**config.mk**
```make
export PLATFORM = sky130hd
export DESIGN_NAME = core_ctrl
export DESIGN_NICKNAME = d
export VERILOG_FILES = /design/src/rtl/core_ctrl_pkg.sv /design/src/rtl/core_ctrl_cnt.sv /design/src/rtl/core_ctrl.sv
export SDC_FILE = /design/constraint.sdc
export NUM_CORES = 1
export LEC_CHECK = 0
export CORE_ASPECT_RATIO = 0.9
export CORE_MARGIN = 1
export CORE_UTILIZATION = 42
export CTS_BUF_LIST = sky130_fd_sc_hd__clkbuf_8
export DETAILED_ROUTE_END_ITERATION = 10
export GPL_TIMING_DRIVEN = 0
export MAX_ROUTING_LAYER = met4
export PLACE_DENSITY = 0.73
export SYNTH_ARGS = -nofsm -noshare
export SYNTH_HDL_FRONTEND = slang
export SYNTH_HIERARCHICAL = 1
export SYNTH_SLANG_ARGS = --single-unit
```
**constraint.sdc**
```tcl
create_clock -name clk -period 2.65 [get_ports clk]
set_clock_uncertainty 0.05 [all_clocks]
set_input_delay 0.53 -clock clk [delete_from_list [all_inputs] [get_ports clk]]
set_output_delay 0.53 -clock clk [all_outputs]
set_load 0.005 [all_outputs]
```
**src/rtl/core_ctrl_pkg.sv**
```systemverilog
// Shared control-path constants and FSM state encodings for the core pipeline.
package core_ctrl_pkg;

   // PC after reset
   localparam logic [31:0] CPURstAddress = 32'h0000_0000;

   // Execute-stage hold / jump flag encodings
   localparam logic HoldNone    = 1'b0;
   localparam logic HoldEnable  = 1'b1;
   localparam logic JumpEnable  = 1'b1;
   localparam logic JumpDisable = 1'b0;

   // Bytes per instruction bus word; this is the sequential fetch stride
   localparam logic [31:0] MemByteBus = 32'd4;

   typedef enum logic [1:0] {
      CTRL_BOOT = 2'd0,
      CTRL_RUN  = 2'd1,
      CTRL_HOLD = 2'd2
   } ctrl_state_t;

endpackage

```
**src/rtl/core_ctrl_cnt.sv**
```systemverilog
// Enable-increment event counter, wraps from all-ones to zero.
module core_ctrl_cnt #(
   parameter int W = 32
) (
   input  logic         clk,
   input  logic         rst,
   input  logic         en,
   output logic [W-1:0] count
);

   // Count one event per enabled cycle
   always_ff @(posedge clk or posedge rst) begin
      if (rst) begin
         count <= '0;
      end else if (en) begin
         count <= count + W'(1);
      end
   end

endmodule

```
**src/rtl/core_ctrl.sv**
```systemverilog
// Pipeline control: owns the PC, arbitrates jump vs hold from execute and the
// bus, drives stall/flush for IF/ID and ID/EX, and keeps debug event counters.
//
// state     | meaning
// ----------+---------------------------------------------------------------
// CTRL_BOOT | one cycle after reset; no fetch, pipeline stalled
// CTRL_RUN  | fetching; PC advances by 4 or redirects on an accepted jump
// CTRL_HOLD | hold requested; PC frozen, pipeline stalled
module core_ctrl
   import core_ctrl_pkg::*;
#(
   parameter logic [31:0] RST_ADDR  = CPURstAddress,
   parameter logic [31:0] TRAP_ADDR = 32'h0000_0100
) (
   input  logic        clk,
   input  logic        rst,
   input  logic        hold_flag_in,
   input  logic        jump_flag_in,
   input  logic [31:0] jump_addr_in,
   input  logic        bus_hold_in,
   input  logic        err_clr_in,
   output logic [31:0] pc_out,
   output logic        inst_valid_out,
   output logic        stall_out,
   output logic        flush_out,
   output logic        misalign_err_out,
   output logic [31:0] jump_count_out,
   output logic [31:0] hold_count_out
);

   ctrl_state_t state, state_nxt;
   logic [31:0] pc_nxt;
   logic [31:0] jump_tgt;
   logic        hold_req;
   logic        jump_acc;
   logic        tgt_misaligned;

   assign hold_req       = (hold_flag_in != HoldNone) | bus_hold_in;
   assign jump_acc       = (jump_flag_in == JumpEnable) & ~hold_req & (state != CTRL_BOOT);
   assign tgt_misaligned = (jump_addr_in[1:0] != 2'b00);
   assign jump_tgt       = tgt_misaligned ? TRAP_ADDR : jump_addr_in;

   // State and PC registers
   always_ff @(posedge clk or posedge rst) begin
      if (rst) begin
         state  <= CTRL_BOOT;
         pc_out <= RST_ADDR;
      end else begin
         state  <= state_nxt;
         pc_out <= pc_nxt;
      end
   end

   // Next state, next PC and same-cycle pipeline controls.
   // The HOLD cycle in which the request drops already fetches the held PC,
   // so it advances (or redirects) exactly like a RUN cycle.
   always_comb begin
      state_nxt      = state;
      pc_nxt         = pc_out;
      inst_valid_out = 1'b0;
      stall_out      = 1'b0;
      flush_out      = 1'b0;
      unique case (state)
         CTRL_BOOT: begin
            stall_out = 1'b1;
            state_nxt = CTRL_RUN;
         end
         CTRL_RUN, CTRL_HOLD: begin
            stall_out = hold_req;
            if (jump_acc) begin
               pc_nxt    = jump_tgt;
               flush_out = 1'b1;
               state_nxt = CTRL_RUN;
            end else if (hold_req) begin
               state_nxt = CTRL_HOLD;
            end else begin
               pc_nxt         = pc_out + MemByteBus;
               inst_valid_out = 1'b1;
               state_nxt      = CTRL_RUN;
            end
         end
         default: begin
            stall_out = 1'b1;
            state_nxt = CTRL_BOOT;
         end
      endcase
   end

   // Sticky misaligned-target flag; a new error beats a same-cycle clear
   always_ff @(posedge clk or posedge rst) begin
      if (rst) begin
         misalign_err_out <= 1'b0;
      end else if (jump_acc && tgt_misaligned) begin
         misalign_err_out <= 1'b1;
      end else if (err_clr_in) begin
         misalign_err_out <= 1'b0;
      end
   end

   core_ctrl_cnt #(.W(32)) u_jump_cnt (
      .clk   (clk),
      .rst   (rst),
      .en    (jump_acc),
      .count (jump_count_out)
   );

   core_ctrl_cnt #(.W(32)) u_hold_cnt (
      .clk   (clk),
      .rst   (rst),
      .en    (state == CTRL_HOLD),
      .count (hold_count_out)
   );

endmodule

```
After elaboration in Yosys (flattened, before gate mapping). Cells that the tools add are included. W data, S select, Z words.

Bits in registers: 99. Input port bits: 38. Output and inout bits: 100.

Add/sub/neg operators: 3. Equality and inequality tests: 3. Multiplexer cells: 14. Bitwise operators: 4. Reductions and logical operators: 7.

Operator list (count): $mux W32 (3); $add A32 B1 Y32 const B (2); $add A32 B3 Y32 const B (1); $mux W1 (8); $reduce_bool A2 Y1 (3); $mux W2 (2); $pmux W2 S2 (1); $and A1 B1 Y1 (2); $eq A2 B1 Y1 const B (1); $eq A2 B2 Y1 const B (1); $logic_not A2 Y1 (1); $ne A2 B1 Y1 const B (1); $reduce_and A2 Y1 (1); $reduce_or A2 Y1 (1); $logic_and A1 B1 Y1 (1); $not A1 Y1 (1); $or A1 B1 Y1 (1).

Depth between registers and ports, before layout.
Depth after elaboration: 6. Mapped depth: 9.

Modules after synthesis. Netlist, hierarchy kept.

Modules (own cells, without submodules): core_ctrl_cnt (times used 2, cells each 126, area an instance 1510.2 µm², seq. area each 800.8 µm²); core_ctrl (times used 1, cells each 270, area an instance 2234.6 µm², seq. area each 875.8 µm²).

Worst setup path before layout. Ideal clock, no wire load.

Path kind: flip-flop to flip-flop. Start: reg state[0]. End: reg u_jump_cnt.count[25]. Setup time: 0.079 ns. Data arrival time: 2.610 ns. Required time: 2.521 ns. Slack: -0.089 ns. Cell stages (with the launch flop): 10. Cell sequence: dfrtp_1 inv_1 ha_1 or4b_1 inv_1 clkbuf_1 and4_2 nand3_4 nor4_1 xor2_1.

Cells in the longest elaborated chain, start to end: 2.

RTL lines: start: declaration (line core_ctrl.sv:31) `ctrl_state_t state, state_nxt;`; start signal: assignment (line core_ctrl.sv:49) `state <= state_nxt;`; $reduce_bool A2 Y1 (line core_ctrl.sv:39) `assign jump_acc = (jump_flag_in == JumpEnable) & ~hold_req & (state != CTRL_BOOT);`; $and A1 B1 Y1 (line core_ctrl.sv:39); via jump_acc (line core_ctrl.sv:35) `logic jump_acc;`; end signal: assignment (line core_ctrl_cnt.sv:16) `count <= count + W'(1);`; end: declaration (line core_ctrl_cnt.sv:8) `output logic [W-1:0] count`.

The timed path passes the listed nets, and every way through them passes these cells. A chain may end at the register's enable or synchronous reset.

Final worst setup path.
Start: reg state[0]. End: out inst_valid_out.

Cells in the longest elaborated chain, start to end: 4. Elaborated cells between the ends (all ways): 7. Classes of those cells: eq/ne: 2; mux: 2; bitwise: 1; reduce/logical: 2.

RTL lines: $reduce_bool A2 Y1 (line core_ctrl.sv:39); $and A1 B1 Y1 (line core_ctrl.sv:39); $mux W1 (line core_ctrl.sv:70) `if (jump_acc) begin`; $mux W1 (*) (line core_ctrl.sv:63) `unique case (state)`; end: declaration (line core_ctrl.sv:23) `output logic inst_valid_out,`.

Every way passes the cells marked *; elsewhere a longest branch is shown, timed or not.

==> impl_metrics.json <==
{
  "status": "finished clean",
  "area_delta_synth_final_pct": 37.7,
  "cpPeakStageDelay_ns": 0.52,
  "ant_nets": 0,
  "p_per_area_mw_per_mm2": 591,
  "clk_pin_slew_ns": 0.09,
  "synth_area_mm2": 0.00526,
  "synth_commonest_cells": "dfrtp_1 (99), nand2_1 (56), xor2_1 (36)",
  "final_cells": 847,
  "nets": 728,
  "cp-start-kind": "flop",
  "antenna_found_initial": 0,
  "holdPathStages": 1,
  "placement.io_buffers": 137,
  "h-tree-depth": 3,
  "viasPerCell": 5.57,
  "die_area_mm2": 0.0130,
  "finalPower_mw": 4.28,
  "p_sw_frac": 0.319,
  "dpl_cell_area_mm2": 0.00683,
  "yosysWarnings": 6,
  "drc": 0,
  "final_max_slew_viol_count": 0,
  "clock_latency_ns": 0.37,
  "crit_cells": 8,
  "drt-total-wl_um": 14300,
  "cp_slowest_cell": "or4b_4",
  "crit_path_max_fanout": 3,
  "grt_use_total": 0.238,
  "fmax_mhz": 390,
  "cp_data_arrival_time_ns": 1.98,
  "cts_buffers": 9,
  "vias": 4718,
  "gp_congestion": 0.889,
  "layout_min_cycle_time_ns": 2.56,
  "drive_above_1_share": 0.118,
  "async_flop_share": 1.00,
  "setup_viol": 0,
  "grt_pass1_vias": 4600,
  "grt_overflow": 0,
  "rsz0062_at_grt": "no",
  "clockBufferDepth": 2,
  "grt_pass1_wl_um": 23500,
  "power_frac_seq": 0.466,
  "synth_edf_count": 0,
  "cp-end-kind": "output port",
  "initial_core_util": 0.433,
  "power_frac_clock": 0.237,
  "r2r_cells": 10,
  "p_switching_mw": 1.37,
  "fill_cells": 1015,
  "hold_path.class": "reg -> reg",
  "ys.flop_type": "dfrtp_1",
  "maxSlewHeadroom": 0.213,
  "max_slew.worst_pin.slew_ns": 1.18,
  "dp_cells": 819,
  "synth.largest_area_cell": "dfrtp_1",
  "die_h_um": 108,
  "grt_max_degree": 36,
  "crit_required_ns": 2.07,
  "avgSynthCellArea_um2": 10.1,
  "netlist.area_leader.share": 0.471,
  "cts_tree": "yes",
  "clock-sinks": 99,
  "ys_seq_elements": 99,
  "synthTopCellsByArea": "dfrtp_1 (47%), xor2_1 (6.0%), xnor2_1 (4.3%), nand2_1 (4.0%), nand3_1 (3.0%)",
  "first_pass_iters": 5,
  "rows": 38,
  "ys_seq_area_frac": 0.471,
  "crit_family": "simple AND/OR/NAND/NOR gates",
  "final_util": 0.597,
  "synth_most_common_cell": "dfrtp_1",
  "finalInstanceArea_mm2": 0.00724,
  "power_frac_comb": 0.297,
  "dp.final_hpwl_um": 10000,
  "chipWidth_um": 120,
  "hold_violations": 0,
  "intPower_mw": 2.91,
  "hold_buffers": 0,
  "min_period_over_period": 0.967,
  "insertedDiodeCount": 0,
  "wl_per_cell_um": 16.9,
  "core_area_mm2": 0.0121,
  "ys_types": 51,
  "path_cells": "inv_2, ha_4, or4b_4, buf_8, nand2_2, buf_6, inv_1, buf_2",
  "syn-num-nets": 566,
  "peakVddDrop_v": 0.000403,
  "first_iter_violations": 305,
  "ios": 138,
  "root_buffer": "clkbuf_8",
  "maxCapViolCount": 0,
  "synthCells": 522,
  "p_leak_nw": 3.16,
  "path_buf_inv": 5,
  "crit_type": "reg -> out"
}
## state kept, by name, indices dropped and copies added, names as in the netlist
signal,count
u_jump_cnt/count,32
u_hold_cnt/count,32
pc_out,32
state,2
misalign_err_out,1
## worst paths after layout
path / start / endpoint / slack, ns
worst max-delay path: state[0]$_DFF_PP0_ / inst_valid_out / 0.09
worst min-delay path: u_hold_cnt/count[31]$_DFFE_PP0P_ / u_hold_cnt/count[31]$_DFFE_PP0P_ / 0.43
worst max register to register: state[0]$_DFF_PP0_ / u_jump_cnt/count[25]$_DFFE_PP0P_ / 0.10
worst min register to register: u_hold_cnt/count[31]$_DFFE_PP0P_ / u_hold_cnt/count[31]$_DFFE_PP0P_ / 0.43
max in group asynchronous: rst / u_hold_cnt/count[13]$_DFFE_PP0P_ / 1.04
min in group asynchronous: rst / u_jump_cnt/count[17]$_DFFE_PP0P_ / 0.50
## layer usage
metal	wire length, um	vias up	GRT usage
met5	0	-	-
met4	237	0	0.0821
met3	897	21	0.0575
met2	6650	211	0.362
met1	6490	2295	0.312
li1	-	2191	-
## metrics by stage
stage          hold WS [ns]  TNS [ns]  worst slack [ns]
6_report              0.431         0            0.0869
5_1_grt               0.461         0           0.00118
4_1_cts               0.445         0          0.000925
3_5_place_dp          0.430    -26.55             -1.09
3_3_place_gp          0.408    -26.97             -1.14
2_1_floorplan         0.415         0             0.104
## cell usage in the layout (no fill, tap or decap), types with 5 or more instances in the layout
cell type and count:
and4_1 7, nor4_1 8, a22oi_1 5, a21oi_1 17, nand4_1 21, ha_1 5, nand3_1 31, o21ai_0 29
and2_1 11, clkbuf_1 8, dfrtp_1 99, clkbuf_8 9, inv_1 17, buf_4 14, buf_2 6, and3_1 10
nand2_1 54, clkdlybuf4s50_1 132, nor4_4 6, xnor2_1 26, xor2_1 36, nor3_1 19, nor2_1 28
## cell type report
type | instances | area (um2) | share of cell area
multi-input combinational | 383 | 2650 | 0.366
sequential | 99 | 2480 | 0.342
timing repair buffer | 152 | 1490 | 0.206
tap | 160 | 200 | 0.0277
buffer | 18 | 135 | 0.0187
clock buffer | 9 | 124 | 0.0171
inverter | 21 | 86.3 | 0.0119
clock inverter | 5 | 72.6 | 0.0100
## cells by family (layout without fill, tap and decap cells)
group           Yosys count  after routing  synth area share
fa+ha+maj                 6              6            0.0143
compound gates           78             78            0.0921
flops                    99             99             0.471
buf+inv                  40            205            0.0355
simple gates            234            234             0.277
mux                       3              3           0.00619
xor+xnor                 62             62             0.103
## worst reg2reg max path: stages (launching register included)
cell and delay [ns]:
dfrtp_1 0.37, inv_2 0.06, ha_4 0.16, or4b_4 0.52, inv_4 0.09, clkbuf_16 0.13
buf_4 0.12, and4_2 0.31, nand3_4 0.18, nor4_2 0.33, xor2_1 0.18
## what timing repair did
action	4_1_cts	5_1_grt
endpoints found under the hold margin	0	0
setup endpoints to repair	48	12
gates resized for setup	26	9
setup buffers	13	1
pin swaps	2	0
## power by group through the flow
stage / clock [mW] / sequential [mW] / combinational (mW)
5_1_grt: 1.12 / 2.03 / 1.38
3_5_place_dp: 0 / 2.01 / 1.11
4_1_cts: 1.05 / 1.99 / 1.23
6_report: 1.01 / 1.99 / 1.27
2_1_floorplan: 0 / 1.96 / 0.512
3_3_place_gp: 0 / 2.01 / 1.08
Power figures use the tool's default switching activity.
